$ cat src/rtl/rgb_dac_pkg.sv
// Shared types and constants for the RGB888 to 3-channel laser-diode DAC serial link.
package rgb_dac_pkg;

  typedef enum logic [1:0] {
    IDLE  = 2'd0,
    SHIFT = 2'd1,
    GAP   = 2'd2,
    LDAC  = 2'd3
  } state_e;

  localparam logic [1:0] CH_R = 2'd0;
  localparam logic [1:0] CH_G = 2'd1;
  localparam logic [1:0] CH_B = 2'd2;

  localparam int WORD_BITS = 16;

  function automatic logic [WORD_BITS-1:0] dac_word(
    input logic [3:0] cmd,
    input logic [3:0] addr,
    input logic [7:0] level
  );
    return {cmd, addr, level};
  endfunction

endpackage

$ cat src/rtl/dac_word_shifter.sv
// Serialises one DAC word MSB first: SCLK idles high, SDI changes on the rising
// edge, the DAC samples on the falling edge. word_done flags the final cycle.
module dac_word_shifter
  import rgb_dac_pkg::*;
#(
  parameter int CLK_DIV = 4
) (
  input  logic                 clk,
  input  logic                 reset,
  input  logic                 load,
  input  logic [WORD_BITS-1:0] word,
  output logic                 sclk,
  output logic                 sdi,
  output logic                 word_done
);

  localparam logic [15:0] DIV_LAST  = 16'(CLK_DIV - 1);
  localparam logic [4:0]  HALF_LAST = 5'(2 * WORD_BITS - 1);

  logic                 active;
  logic [15:0]          div_cnt;
  logic [4:0]           half_cnt;
  logic [WORD_BITS-1:0] shreg;
  logic                 half_end;
  logic                 rise;

  assign half_end  = active && (div_cnt == DIV_LAST);
  assign word_done = half_end && (half_cnt == HALF_LAST);
  // Odd half-periods are the low phase; leaving one means SCLK rises and the next bit goes out.
  assign rise      = half_end && (half_cnt != HALF_LAST) && half_cnt[0];

  always_ff @(posedge clk or posedge reset) begin
    if (reset) begin
      active   <= 1'b0;
      div_cnt  <= '0;
      half_cnt <= '0;
      sclk     <= 1'b1;
      sdi      <= 1'b0;
    end else if (load) begin
      active   <= 1'b1;
      div_cnt  <= '0;
      half_cnt <= '0;
      sclk     <= 1'b1;
      sdi      <= word[WORD_BITS-1];
    end else if (word_done) begin
      active   <= 1'b0;
      div_cnt  <= '0;
      half_cnt <= '0;
      sclk     <= 1'b1;
      sdi      <= 1'b0;
    end else if (half_end) begin
      div_cnt  <= '0;
      half_cnt <= half_cnt + 5'd1;
      sclk     <= half_cnt[0];
      if (half_cnt[0]) begin
        sdi <= shreg[WORD_BITS-1];
      end
    end else if (active) begin
      div_cnt <= div_cnt + 16'd1;
    end
  end

  always_ff @(posedge clk) begin
    if (load) begin
      shreg <= {word[WORD_BITS-2:0], 1'b0};
    end else if (rise) begin
      shreg <= {shreg[WORD_BITS-2:0], 1'b0};
    end
  end

endmodule

$ cat src/rtl/rgb_dac_spi.sv
// Accepts one RGB888 sample, sends R/G/B words to the laser DAC, then pulses LDAC
// so all three channels update together. laser_en=0 at acceptance blanks the frame.
module rgb_dac_spi
  import rgb_dac_pkg::*;
#(
  parameter int       CLK_DIV = 4,
  parameter logic [3:0] DAC_CMD = 4'h3,
  parameter logic [3:0] ADDR_R  = 4'h0,
  parameter logic [3:0] ADDR_G  = 4'h1,
  parameter logic [3:0] ADDR_B  = 4'h2
) (
  input  logic        clk,
  input  logic        reset,
  input  logic [23:0] rgb888,
  input  logic        in_valid,
  output logic        in_ready,
  input  logic        laser_en,
  output logic        dac_sclk,
  output logic        dac_sdi,
  output logic        dac_sync_n,
  output logic        dac_ldac_n,
  output logic        frame_done
);

  localparam logic [15:0] GAP_LAST = 16'(2 * CLK_DIV - 1);

  state_e               state;
  state_e               state_nx;
  logic [1:0]           ch;
  logic [1:0]           ch_nx;
  logic [1:0]           ch_inc;
  logic [15:0]          cnt;
  logic [15:0]          cnt_nx;
  logic                 in_ready_nx;
  logic                 sync_n_nx;
  logic                 ldac_n_nx;
  logic                 frame_done_nx;
  logic [23:0]          sample;
  logic [23:0]          sample_src;
  logic                 accept;
  logic                 load;
  logic [WORD_BITS-1:0] load_word;
  logic                 word_done;

  function automatic logic [WORD_BITS-1:0] chan_word(
    input logic [1:0]  c,
    input logic [23:0] s
  );
    case (c)
      CH_R:    return dac_word(DAC_CMD, ADDR_R, s[23:16]);
      CH_G:    return dac_word(DAC_CMD, ADDR_G, s[15:8]);
      default: return dac_word(DAC_CMD, ADDR_B, s[7:0]);
    endcase
  endfunction

  assign accept     = in_valid & in_ready;
  assign sample_src = laser_en ? rgb888 : 24'h0;
  assign ch_inc     = ch + 2'd1;

  always_comb begin
    state_nx      = state;
    ch_nx         = ch;
    cnt_nx        = cnt;
    in_ready_nx   = in_ready;
    sync_n_nx     = dac_sync_n;
    ldac_n_nx     = dac_ldac_n;
    frame_done_nx = 1'b0;
    load          = 1'b0;
    load_word     = chan_word(CH_R, sample_src);
    case (state)
      IDLE: begin
        if (accept) begin
          // The first word comes straight from the input so SYNC can fall on the accepting edge.
          state_nx    = SHIFT;
          ch_nx       = CH_R;
          in_ready_nx = 1'b0;
          sync_n_nx   = 1'b0;
          load        = 1'b1;
          load_word   = chan_word(CH_R, sample_src);
        end
      end
      SHIFT: begin
        if (word_done) begin
          state_nx  = GAP;
          sync_n_nx = 1'b1;
          cnt_nx    = '0;
        end
      end
      GAP: begin
        if (cnt == GAP_LAST) begin
          cnt_nx = '0;
          if (ch == CH_B) begin
            state_nx  = LDAC;
            ldac_n_nx = 1'b0;
          end else begin
            state_nx  = SHIFT;
            ch_nx     = ch_inc;
            sync_n_nx = 1'b0;
            load      = 1'b1;
            load_word = chan_word(ch_inc, sample);
          end
        end else begin
          cnt_nx = cnt + 16'd1;
        end
      end
      LDAC: begin
        if (cnt == GAP_LAST) begin
          cnt_nx        = '0;
          state_nx      = IDLE;
          ldac_n_nx     = 1'b1;
          frame_done_nx = 1'b1;
          in_ready_nx   = 1'b1;
        end else begin
          cnt_nx = cnt + 16'd1;
        end
      end
      default: state_nx = IDLE;
    endcase
  end

  always_ff @(posedge clk or posedge reset) begin
    if (reset) begin
      state      <= IDLE;
      ch         <= CH_R;
      cnt        <= '0;
      in_ready   <= 1'b1;
      dac_sync_n <= 1'b1;
      dac_ldac_n <= 1'b1;
      frame_done <= 1'b0;
    end else begin
      state      <= state_nx;
      ch         <= ch_nx;
      cnt        <= cnt_nx;
      in_ready   <= in_ready_nx;
      dac_sync_n <= sync_n_nx;
      dac_ldac_n <= ldac_n_nx;
      frame_done <= frame_done_nx;
    end
  end

  // Blanking is resolved here, so laser_en only matters on the accepting edge.
  always_ff @(posedge clk) begin
    if (accept) begin
      sample <= sample_src;
    end
  end

  dac_word_shifter #(
    .CLK_DIV (CLK_DIV)
  ) u_shifter (
    .clk       (clk),
    .reset     (reset),
    .load      (load),
    .word      (load_word),
    .sclk      (dac_sclk),
    .sdi       (dac_sdi),
    .word_done (word_done)
  );

endmodule

$ cat config.mk
export PLATFORM = sky130hd
export DESIGN_NAME = rgb_dac_spi
export DESIGN_NICKNAME = d
export VERILOG_FILES = /design/src/rtl/rgb_dac_pkg.sv /design/src/rtl/dac_word_shifter.sv /design/src/rtl/rgb_dac_spi.sv
export SDC_FILE = /design/constraint.sdc
export NUM_CORES = 1
export LEC_CHECK = 0
export ABC_AREA = 1
export CORE_MARGIN = 2
export CORE_UTILIZATION = 40
export DETAILED_ROUTE_END_ITERATION = 8
export GPL_TIMING_DRIVEN = 0
export HOLD_SLACK_MARGIN = 0.12
export PLACE_DENSITY_LB_ADDON = 0.05
export SLEW_MARGIN = 5
export SYNTH_ARGS = -nofsm -noshare
export SYNTH_HDL_FRONTEND = slang
export SYNTH_SLANG_ARGS = --single-unit
$ cat constraint.sdc
create_clock -name clk -period 2.7 [get_ports clk]
set_input_delay 0.54 -clock clk [delete_from_list [all_inputs] [get_ports clk]]
set_output_delay 0.54 -clock clk [all_outputs]
set_load 0.005 [all_outputs]
==> impl_metrics.env <==
export IMPL_min_to="dac_sync_n$_DFFE_PP1P_"
export IMPL_max_cap_viol_count=0
export IMPL_ys_seq_area_share_pct=48.7
export IMPL_report_power_total_mw=2.89
export IMPL_synth_area_sq_um=4880
export IMPL_htree_num_levels=3
export IMPL_finalSetupViolCount=0
export IMPL_status="finished, final reports clean"
export IMPL_synth_net_count=656
export IMPL_overflow=0
export IMPL_area_growth_syn_to_layout_pct=17.8
export IMPL_cts_root_buf="clkbuf_16"
export IMPL_routedWlPerCell_um=13.2
export IMPL_coreArea_sq_um=12000
export IMPL_r2r_start="in_ready$_DFFE_PP1P_"
export IMPL_routed_wl_um=10700
export IMPL_diodes=0
export IMPL_dieWidth_um=114
export IMPL_synth_async_sr_flop_share_pct=55.2
export IMPL_yosysWarnings=0
export IMPL_rsz0062_at_grt="no"
export IMPL_grt_pass1_wl_um=18400
export IMPL_max_freq_mhz=407
export IMPL_grt_max_degree=27
export IMPL_firstDrtPassIters=5
export IMPL_synth_area_per_cell_sq_um=7.88
export IMPL_slew_violations=0
export IMPL_cts_tree="yes"
export IMPL_setup_slack_ps=241
export IMPL_worst_slew_pin_slew_ps=973
export IMPL_required_ps=2920
export IMPL_wl_met3_um=444
export IMPL_cp_arrival_ps=2670
export IMPL_ys_flop_type="dfrtp_1"
export IMPL_finalHoldViolCount=0
export IMPL_critical_path_class="in2reg"
export IMPL_cts_made_buffers=9
export IMPL_met1_length_um=5400
export IMPL_post_route_min_period_ps=2460
export IMPL_highest_layer="met4"
export IMPL_place_gp_congestion=0.863
export IMPL_p_per_area_nw_per_um2=502
export IMPL_cts_sinks=87
export IMPL_synth_ff_latch_count=87
export IMPL_skew_ps=8.72
export IMPL_end_kind="flop"
export IMPL_cp_max_fo=26
export IMPL_p_leak_nw=2.84
export IMPL_worstHoldStart="dac_sync_n$_DFFE_PP1P_"
export IMPL_ant_nets=0
export IMPL_start_util_pct=40.8
export IMPL_clk_pin_slew_ps=60
export IMPL_vias=3993
export IMPL_die_area_sq_um=13100
export IMPL_grt_pass1_vias=3770
export IMPL_post_route_period_util_pct=91.1
export IMPL_rows=40
export IMPL_hold_path_class="reg2reg"
export IMPL_final_cells=817
export IMPL_ioPinCount=34
export IMPL_post_route_util_pct=48.1
export IMPL_synth_edff_count=39
export IMPL_drive_above_1_share_pct=8.96
export IMPL_vdd_drop_max_v=0.000330
export IMPL_antenna_found_initial=0
export IMPL_die_h_um=114
export IMPL_synthCells=620
export IMPL_rrSetupSlack_ps=350
export IMPL_holdBufCountCts=0
export IMPL_detail_route_iter0_violations=236
export IMPL_whs_ps=467
export IMPL_place_worst_setup_slack_ps=-173
export IMPL_fill_cells=1176
export IMPL_grt_total_usage_pct=17.9
export IMPL_placed_cells=801
export IMPL_dp_hpwl_um=7760
export IMPL_nNetsFinal=701
export IMPL_slew_headroom_pct=35.1
export IMPL_clk_latency_ps=350
export IMPL_hold_path_depth=2
export IMPL_reg2reg_depth=8
export IMPL_drc=0
export IMPL_critPathLaunchType="input port"
export IMPL_port_buffers=33
export IMPL_synth_cell_types=39
export IMPL_viasPerCell=4.89
export IMPL_met2_length_um=4710
export IMPL_clock_path_buffers=2
export IMPL_r2r_end="u_shifter.shreg[3]$_DFFE_PP_"
==> cells by family (layout without fill, tap and decap cells) <==
family | Yosys count | after routing | share of synthesized area [%]
adder cells (fa/ha/maj) | 8 | 8 | 2.05
AO/OA/AOI/OAI | 36 | 36 | 4.87
buffers and inverters | 97 | 147 | 7.97
flip-flops | 87 | 87 | 48.7
AND/OR/NAND/NOR | 379 | 379 | 34.1
XOR/XNOR | 12 | 12 | 2.15
multiplexers | 1 | 1 | 0.205
==> sequential cells by signal (all words and copies together), names as in the netlist <==
register and count:
sample 24, ch 2, u_shifter.div_cnt 16, u_shifter.sclk 1, u_shifter.shreg 15, state 2, u_shifter.sdi 1, dac_ldac_n 1
in_ready 1, u_shifter.active 1, u_shifter.half_cnt 5, cnt 16, frame_done 1, dac_sync_n 1
==> routing by layer <==
layer	up-vias	global-route usage, %
li1	2064	-
met1	1835	25.2
met2	76	26.6
met3	18	4.87
met4	0	6.18
met5	-	0
==> Yosys cell counts (2+ instances only) <==
| master | count | area (sq um) |
|---|---|---|
| o21bai_1 | 2 | 15.0 |
| edfxtp_1 | 39 | 1170 |
| nand2_2 | 6 | 37.5 |
| nand3_1 | 79 | 395 |
| a22o_1 | 8 | 70.1 |
| xnor2_1 | 2 | 17.5 |
| dfrtp_1 | 44 | 1100 |
| nand3b_1 | 2 | 15.0 |
| inv_1 | 74 | 278 |
| o211ai_1 | 2 | 15.0 |
| nand4_1 | 7 | 43.8 |
| buf_2 | 7 | 35.0 |
| nand2_1 | 202 | 758 |
| o21ai_0 | 14 | 70.1 |
| nor2_1 | 63 | 236 |
| a21oi_1 | 5 | 25.0 |
| clkbuf_1 | 7 | 26.3 |
| buf_4 | 2 | 15.0 |
| inv_2 | 3 | 11.3 |
| nor2_2 | 6 | 37.5 |
| dfstp_2 | 4 | 105 |
| or2_2 | 3 | 18.8 |
| clkinv_1 | 2 | 7.51 |
| nor3_1 | 2 | 10.0 |
| ha_1 | 8 | 100 |
| nor2_4 | 5 | 56.3 |
| xor2_1 | 10 | 87.6 |
==> through the flow <==
step	area, sq um	setup TNS [ps]
final	5750	0
after global routing	5750	0
after CTS	5750	0
after detailed placement	5420	-824
after global placement	5400	-5150
after floorplan	4880	0
==> worst max-delay path, stage by stage <==
cell	delay, ps
clkdlybuf4s50_1	450
nand2_1	70
inv_1	710
nand2_2	310
inv_1	290
nand2_1	80
nand3_1	80
o21ai_0	80
inv_1	60
==> worst max-delay path by stage <==
| stage | start | to | slack (ps) | cells past startpoint |
|---|---|---|---|---|
| 2_1_floorplan | ch[0]$_DFFE_PP0P_ | u_shifter.shreg[10]$_DFFE_PP_ | 710 | 8 |
| 3_3_place_gp | in_valid | u_shifter.shreg[7]$_DFFE_PP_ | -150 | 9 |
| 3_5_place_dp | in_valid | u_shifter.shreg[3]$_DFFE_PP_ | -170 | 9 |
| 4_1_cts | in_valid | u_shifter.shreg[3]$_DFFE_PP_ | 190 | 9 |
| 5_1_grt | in_valid | u_shifter.shreg[3]$_DFFE_PP_ | 20 | 9 |
| 6_report | in_valid | u_shifter.shreg[3]$_DFFE_PP_ | 240 | 9 |
==> cell usage in the layout, fill, tap and decap left out, types with 2 or more instances in the layout <==
master	count
dfrtp_1	44
clkinv_4	2
nor2_2	6
a22o_1	8
nand2_2	7
nand3_1	79
clkdlybuf4s50_1	33
a21oi_1	5
ha_1	8
clkbuf_8	2
clkbuf_16	9
nand2_1	201
bufinv_16	2
xnor2_1	2
dfstp_2	4
or2_2	3
nand4_1	7
nor3_1	2
o21ai_0	14
nor2_4	5
inv_1	73
o21bai_1	2
nor2_1	63
o211ai_1	2
clkbuf_1	8
buf_4	2
buf_2	7
clkinv_1	2
nand3b_1	2
inv_2	4
xor2_1	10
edfxtp_1	39
==> report_power, final <==
part           switching [mW]  internal (mW)  leakage, nW
combinational          0.0457         0.0456         1.65
sequential            0.00397           1.40         1.03
clock                   0.526          0.865        0.163
==> final cells by class <==
type | count | area [sq um] | share of cell area, %
Clock buffer | 12 | 256 | 4.46
Multi-Input combinational cell | 436 | 2120 | 36.8
Inverter | 79 | 297 | 5.15
Timing Repair Buffer | 34 | 350 | 6.09
Clock inverter | 4 | 77.6 | 1.35
Sequential cell | 87 | 2380 | 41.3
Buffer | 18 | 92.6 | 1.61
Tap cell | 147 | 184 | 3.20
==> timing repair <==
item / CTS / global route
setup endpoints to repair: 0 / 15
gates resized for setup: 0 / 1
hold endpoints to repair: 0 / 0
buffers inserted: 0 / 0
(Power assumes the default switching activity.)
